`src/rtl/counter_pkg.sv`:
```
// Shared constants and helpers for the modulo-N counter family.
package counter_pkg;

  localparam logic DIR_UP    = 1'b1;
  localparam logic DIR_DN    = 1'b0;
  localparam logic MODE_WRAP = 1'b0;
  localparam logic MODE_SAT  = 1'b1;

  // Number of bits needed to encode values 0..value-1.
  function automatic int clog2(input longint value);
    int r;
    r = 0;
    for (int i = 0; i < 33; i++) begin
      if ((longint'(1) << i) < value) r = i + 1;
    end
    return r;
  endfunction

endpackage

```
`src/rtl/counter_next.sv`:
```
// Combinational next-count generator: one step up or down with wrap/saturate
// at the 0 / MODULUS-1 boundaries.
module counter_next
  import counter_pkg::*;
#(
  parameter int WIDTH   = 3,
  parameter int MODULUS = 8
) (
  input  logic [WIDTH-1:0] cnt,
  input  logic             up_dn,
  input  logic             sat_mode,
  output logic [WIDTH-1:0] next_val,
  output logic             at_bound,
  output logic             will_wrap
);

  localparam logic [WIDTH:0] MAX_VAL = (WIDTH+1)'(MODULUS - 1);
  localparam logic [WIDTH:0] ONE     = (WIDTH+1)'(1);

  logic [WIDTH:0] cnt_ext;
  logic [WIDTH:0] inc;
  logic [WIDTH:0] dec;
  logic           top_hit;
  logic           bot_hit;

  // The extra bit keeps MODULUS == 2^WIDTH from aliasing back to zero, and
  // the borrow out of the decrement flags the bottom boundary.
  assign cnt_ext = {1'b0, cnt};
  assign inc     = cnt_ext + ONE;
  assign dec     = cnt_ext - ONE;
  assign top_hit = (inc > MAX_VAL);
  assign bot_hit = dec[WIDTH];

  always_comb begin
    next_val  = cnt;
    at_bound  = 1'b0;
    will_wrap = 1'b0;
    if (up_dn == DIR_UP) begin
      at_bound = top_hit;
      if (!top_hit)                   next_val = inc[WIDTH-1:0];
      else if (sat_mode == MODE_WRAP) next_val = '0;
    end else begin
      at_bound = bot_hit;
      if (!bot_hit)                   next_val = dec[WIDTH-1:0];
      else if (sat_mode == MODE_WRAP) next_val = MAX_VAL[WIDTH-1:0];
    end
    will_wrap = at_bound && (sat_mode == MODE_WRAP);
  end

endmodule

```
`src/rtl/counter_mod_n.sv`:
```
// Parametrised modulo-N up/down counter with load, wrap/saturate mode,
// combinational terminal count and registered wrap / load-error pulses.
module counter_mod_n
  import counter_pkg::*;
#(
  parameter int WIDTH     = 3,
  parameter int MODULUS   = 8,
  parameter int RESET_VAL = 0
) (
  input  logic             clk,
  input  logic             rst,
  input  logic             en,
  input  logic             up_dn,
  input  logic             sat_mode,
  input  logic             load,
  input  logic [WIDTH-1:0] load_val,
  output logic [WIDTH-1:0] Out,
  output logic             tc,
  output logic             wrapped,
  output logic             load_err
);

  if (WIDTH < 1 || WIDTH > 16) begin : g_bad_width
    $error("counter_mod_n: WIDTH must be in 1..16");
  end
  if (MODULUS < 2 || clog2(MODULUS) > WIDTH) begin : g_bad_modulus
    $error("counter_mod_n: MODULUS must be in 2..2^WIDTH");
  end
  if (RESET_VAL < 0 || RESET_VAL >= MODULUS) begin : g_bad_reset
    $error("counter_mod_n: RESET_VAL must be below MODULUS");
  end

  localparam logic [WIDTH:0]   MAX_VAL = (WIDTH+1)'(MODULUS - 1);
  localparam logic [WIDTH-1:0] MAX_W   = MAX_VAL[WIDTH-1:0];
  localparam logic [WIDTH-1:0] RST_V   = WIDTH'(RESET_VAL);

  // Out-of-range loads clamp to the top of the count range.
  function automatic logic [WIDTH-1:0] load_clamp(input logic [WIDTH-1:0] v,
                                                  input logic oor);
    return oor ? MAX_W : v;
  endfunction

  logic [WIDTH-1:0] next_val;
  logic             at_bound;
  logic             will_wrap;
  logic             load_oor;

  counter_next #(
    .WIDTH   (WIDTH),
    .MODULUS (MODULUS)
  ) u_next (
    .cnt       (Out),
    .up_dn     (up_dn),
    .sat_mode  (sat_mode),
    .next_val  (next_val),
    .at_bound  (at_bound),
    .will_wrap (will_wrap)
  );

  assign load_oor = ({1'b0, load_val} > MAX_VAL);
  assign tc       = en & at_bound;

  always_ff @(posedge clk) begin
    if (rst) begin
      Out      <= RST_V;
      wrapped  <= 1'b0;
      load_err <= 1'b0;
    end else begin
      wrapped  <= 1'b0;
      load_err <= 1'b0;
      if (load) begin
        Out      <= load_clamp(load_val, load_oor);
        load_err <= load_oor;
      end else if (en) begin
        Out     <= next_val;
        wrapped <= will_wrap;
      end
    end
  end

endmodule
```
`config.mk`:
```
export PLATFORM = sky130hd
export DESIGN_NAME = counter_mod_n
export DESIGN_NICKNAME = d
export VERILOG_FILES = /design/src/rtl/counter_pkg.sv /design/src/rtl/counter_next.sv /design/src/rtl/counter_mod_n.sv
export SDC_FILE = /design/constraint.sdc
export NUM_CORES = 1
export LEC_CHECK = 0
export ABC_AREA = 1
export BUFFER_PORTS_ARGS = -buffer_cell sky130_fd_sc_hd__buf_2
export CAP_MARGIN = 40
export CORE_AREA = 3 3 40 42
export CTS_BUF_LIST = sky130_fd_sc_hd__clkbuf_4 sky130_fd_sc_hd__clkbuf_8 sky130_fd_sc_hd__clkbuf_16
export DETAILED_ROUTE_END_ITERATION = 12
export DIE_AREA = 0 0 43 45
export PLACE_DENSITY = 0.5
export SYNTH_ARGS = -nofsm -noshare
export SYNTH_HDL_FRONTEND = slang
export SYNTH_SLANG_ARGS = --single-unit
```
`constraint.sdc`:
```
create_clock -name clk -period 1.59 [get_ports clk]
set_input_delay 0.2385 -clock clk [delete_from_list [all_inputs] [get_ports clk]]
set_output_delay 0.2385 -clock clk [all_outputs]
set_load 0.05 [all_outputs]
```
Word level (Yosys, flattened, before mapping)
Cells that the tools add are included.
{ "totals": {"wordCells": 22, "ff_bits": 4, "input_bits": 9} }
{ "classes": {"n_bitwise": 3, "n_addsub": 2, "n_lt_le_gt_ge": 1, "n_reduce_logical": 4, "n_eq_ne": 2, "muxes": 8} }
{ "ops": {"columns": ["op", "n"], "rows": [
  ["2-to-1 mux 3 bit", 7],
  ["!= test 4 bit, second input constant", 2],
  ["adder 3 x 1 -> 4 bit, second input constant", 1],
  ["> comparator 4 x 3 -> 1 bit, second input constant", 1],
  ["subtractor 3 x 1 -> 4 bit, second input constant", 1],
  ["AND reduction 3 bit", 1],
  ["OR reduction 3 bit", 1],
  ["NOT 1 bit", 2],
  ["nonzero test 2 bit", 1],
  ["bitwise AND 1 bit", 1],
  ["logical AND 1 bit", 1],
  ["2-to-1 mux 1 bit", 1]
]} }

Depth between registers and ports, before layout
{ "logic_depth": {"depth_word": 6, "depth_mapped": 12, "depth_no_buf": 12} }

Hierarchy
A second synthesis with hierarchy kept.
{ "hier_totals": {"hier_cells": 67, "area_unflattened_um2": 380.4} }
{ "modules_own_cells": {"columns": ["mod", "n_inst", "seq_area_each_um2", "area_per_inst_um2", "cells_per_inst"], "rows": [
  ["counter_mod_n", 1, 80.1, 193.9, 31],
  ["counter_next", 1, 0.0, 186.4, 36]
]} }

Least setup slack after synthesis
No wires, ideal clock.
{ "synth_timing": {"path_type": "register -> output", "from": "register Out[0]", "to": "output port tc", "slack_ns": -0.420, "path_stages_with_launch": 5, "t_arrival_ns": 1.772, "path_buffers": 0, "t_required_ns": 1.351, "path_cell_list": "dfxtp_1 inv_1 nor2_2 o21ai_0 nor2_1"} }
{ "synth_between": {"elab_chain_cells": 4, "word_cells_on_any_way": 5} }
{ "synth_lines": {"columns": ["item", "line_no", "text"], "rows": [
  ["from (decl)", "counter_mod_n.sv:17", "output logic [WIDTH-1:0] Out,"],
  ["from (signal assigned)", "counter_mod_n.sv:72", "Out <= load_clamp(load_val, load_oor);"],
  ["from (signal assigned)", "counter_mod_n.sv:75", "Out <= next_val;"],
  ["adder 3 x 1 -> 4 bit", "counter_next.sv:29", "assign inc = cnt_ext + ONE;"],
  ["> comparator 4 x 3 -> 1 bit", "counter_next.sv:31", "assign top_hit = (inc > MAX_VAL);"],
  ["2-to-1 mux 1 bit (*)", "counter_next.sv:38", "if (up_dn == DIR_UP) begin"],
  ["bitwise AND 1 bit (*)", "counter_mod_n.sv:61", "assign tc = en & at_bound;"],
  ["to (decl)", "counter_mod_n.sv:18", "output logic tc,"]
]} }
Every way passes the cells marked *; elsewhere a longest branch is shown, timed or not.

Final worst setup path
{ "layout_timing": {"from": "register Out[2]", "to": "output port tc"} }
Same word-level chain as after synthesis.

==> results.txt <==
----------------------------------------------------
[Power and ir drop]
  Power density over the cells ... 826 mW/mm²
  VDD IR max ... 0.401 mV
  Leak ... 0.293 nW
  Total chip power ... 0.413 mW

[Min path]
  Worst hold-check path type ... in -> reg

[Synthesis]
  Synth Area in Compound Gates ... 6.23%
  Share of the synthesized netlist area taken by xor and xnor gates ... 0%
  Post-Synth Adder-Cell Area ... 6.56%
  Distinct cells, synth ... 16
  Synth Area in Simple Gates ... 49.5%
  Count of synthesis-stage warnings from yosys ... 0
  Summed instance area of the synthesized netlist ... 382 µm²
  Post-Synthesis Mean Instance Area ... 5.61 µm²
  Mux contribution to synthesized area ... 0%
  #FFs+latches synth ... 4
  Gate count of the mapped netlist ... 68
  Net Count, Synth ... 79
  Largest family of logic cells by synthesized area ... simple AND/OR/NAND/NOR gates
  Seq/Total Area, Yosys ... 21.0%

[CTS]
  Clock root buffer ... sky130_fd_sc_hd__clkbuf_4
  Post-CTS setup repair buffer count ... 0
  Clock Sinks ... 4
  CTS tree ... done
  Post-CTS Hold Buffers ... 0
  Clk buf depth ... 2
  Clock insertion delay at the later pin of the skew report ... 0.25 ns
  H-Tree Depth ... 1
  Number of CTS-inserted buffers ... 3
  Clock slew at reported path FFs ... 0.04 ns

[Placement]
  Half-perimeter wire length after placement ... 691 µm
  Weighted congestion reported at the end of routability-driven placement ... 0.732
  Worst setup timing slack at the placement stage ... 0.174 ns
  Number of buffers added on ports ... 13

[STA]
  Achievable frequency ... 678 MHz
  Number of endpoints with negative hold slack in the final report ... 0
  RSZ-0062 raised after global routing ... no
  Final critical path time including I/O delays and setup ... 1.47 ns
  Final-layout setup total negative slack ... 0 ns
  Clock Skew ... 0.00766 ns
  Final count of pins violating max slew ... 0
  Final clock period utilization by the worst path ... 92.7%
  Worst Setup Slack, final ... 0.115 ns
  Final number of setup-violating endpoints ... 0

[Critical path]
  Most Frequent Cell on Critical Path ... sky130_fd_sc_hd__nand2_1
  Setup crit start kind ... flip-flop
  Data arrival time of the critical path ... 1.24 ns
  Stage delay of the slowest cell on the critical path ... 0.34 ns
  Startpoint-to-endpoint class of the critical path ... reg -> out
  Kind of cell adding the most delay to the critical path ... simple AND/OR/NAND/NOR gates
  Data required time of the worst path ... 1.35 ns
  Critical Path Sink Type ... primary output
  Number of buffer and inverter instances along the worst setup path ... 1
  Worst Path Max Fanout ... 7
  Cell at the slowest stage of the critical path ... sky130_fd_sc_hd__dfxtp_2
  Worst path cell trace ... nor2_2 -> nand2_1 -> nand2_1 -> o21ai_1 -> nor2_4 -> buf_6

[Final layout]
  Highest-count cells in the layout ignoring fill and taps ... sky130_fd_sc_hd__nand2_1 (25), sky130_fd_sc_hd__buf_2 (12), sky130_fd_sc_hd__inv_1 (11)
  FF+latch area ... 83.8 µm²
  Area growth, synth to finish ... 31.1%
  Footprint of the multi-input gates ... 251 µm²
  Most common cell after layout, fill and taps aside ... sky130_fd_sc_hd__nand2_1
  Antenna cells ... 0
  Post-layout nets ... 96
  Fraction of final layout cells with drive strength greater than 1 ... 34.9%
  Count of fill cells added during filler insertion ... 145

[Floorplanning]
  Floorplan die height ... 45 µm
  Area of the core ... 0.00128 mm²
  Die Span X ... 43 µm
  Floorplan die area ... 0.00194 mm²
  Top-level I/O count ... 15
  Starting density of the core ... 29.7%
  Row count ... 13

[Run]
  Max-cap violations ... 0

[Global routing]
  Number of antenna violations at the first check in global routing ... 0
  Global-route wire length before repair ... 1.47 mm
  Total gr overflow ... 0
  Via count of the first global-routing pass ... 384
  Largest net degree at the start of global routing ... 8
  Total GRT Usage ... 10.9%

[Route]
  Detailed-route vias per instance ... 4.28
  Wire length per cell ... 8.42 µm
  Post-Route WL ... 825 µm
  Final routed DRC violation total ... 0
  Detailed-router iteration count before antenna repair ... 3
  Via count of the routed design ... 419
  Antenna-violating nets left ... 0
  Iteration-0 DRC Markers ... 6

[Status]
  Run status ... complete, no violations

----------------------------------------------------
==> metrics by stage <==
| step | hold slack (ns) | std cells | cell area (µm²) | util (%) |
|---|---|---|---|---|
| after floorplan | 0.294 | 68 | 393 | - |
| after global placement | 0.426 | 95 | 469 | 36.5 |
| after detailed placement | 0.423 | 95 | 469 | 36.5 |
| after CTS | 0.167 | 98 | 494 | 38.5 |
| after global routing | 0.170 | 98 | 500 | 38.9 |
| final | 0.174 | 98 | 500 | 38.9 |
==> routing by layer <==
| layer | track usage (%) | vias to the layer above | wire length, µm |
|---|---|---|---|
| met5 | 0 | - | 0 |
| met4 | 12.7 | 0 | 40 |
| met3 | 2.79 | 5 | 60 |
| met2 | 15.9 | 12 | 353 |
| met1 | 12.0 | 166 | 372 |
| li1 | - | 236 | - |
==> registers in the layout, summed over array words and instances, names as in the netlist <==
name,flops
Out,3
wrapped,1
==> power breakdown <==
| part | switching [mW] | internal (mW) | leakage (nW) |
|---|---|---|---|
| logic | 0.106 | 0.0503 | 0.245 |
| registers | 0.0123 | 0.111 | 0.0339 |
| clock network | 0.0492 | 0.0849 | 0.0138 |
| total | 0.167 | 0.246 | 0.293 |
==> cells by family after synthesis <==
group / count (synthesis)
AO/OA/AOI/OAI: 4
adder cells (fa/ha/maj): 2
buffers and inverters: 15
flip-flops: 4
other: 1
AND/OR/NAND/NOR: 42
==> final timing paths <==
check / slack (ns) / depth (start not counted) / to / from
worst max-delay path: 0.12 / 6 / tc / Out[2]
worst min-delay path: 0.17 / 2 / Out[0] / rst
worst max register to register: 0.35 / 12 / Out[2] / Out[0]
worst min register to register: 0.52 / 2 / Out[0] / Out[0]
==> timing repair <==
item,in CTS,in global routing
pin swaps,0,0
gates resized for setup,2,3
setup endpoints to repair,1,1
cloned,0,0
==> cell type report <==
class | instances | area share (%)
well taps | 15 | 3.75
flip-flops and latches | 4 | 16.8
repair buffers | 13 | 14.2
inverters | 14 | 10.5
clock buffers | 3 | 4.50
multi-input cells | 49 | 50.2
==> cell usage after synthesis <==
| cell | instances | area, µm² |
|---|---|---|
| sky130_fd_sc_hd__inv_2 | 2 | 7.51 |
| sky130_fd_sc_hd__ha_1 | 2 | 25.0 |
| sky130_fd_sc_hd__nand3_1 | 5 | 25.0 |
| sky130_fd_sc_hd__nand4_1 | 1 | 6.26 |
| sky130_fd_sc_hd__a21oi_1 | 1 | 5.00 |
| sky130_fd_sc_hd__a21oi_2 | 1 | 8.76 |
| sky130_fd_sc_hd__nand3_2 | 3 | 30.0 |
| sky130_fd_sc_hd__dfxtp_1 | 4 | 80.1 |
| sky130_fd_sc_hd__nor2_2 | 1 | 6.26 |
| sky130_fd_sc_hd__o21ai_0 | 2 | 10.0 |
| sky130_fd_sc_hd__conb_1 | 1 | 3.75 |
| sky130_fd_sc_hd__nor2_1 | 6 | 22.5 |
| sky130_fd_sc_hd__inv_1 | 12 | 45.0 |
| sky130_fd_sc_hd__nor3_1 | 1 | 5.00 |
| sky130_fd_sc_hd__buf_4 | 1 | 7.51 |
| sky130_fd_sc_hd__nand2_1 | 25 | 93.8 |
Note: power is estimated with default switching activity, not from simulation.
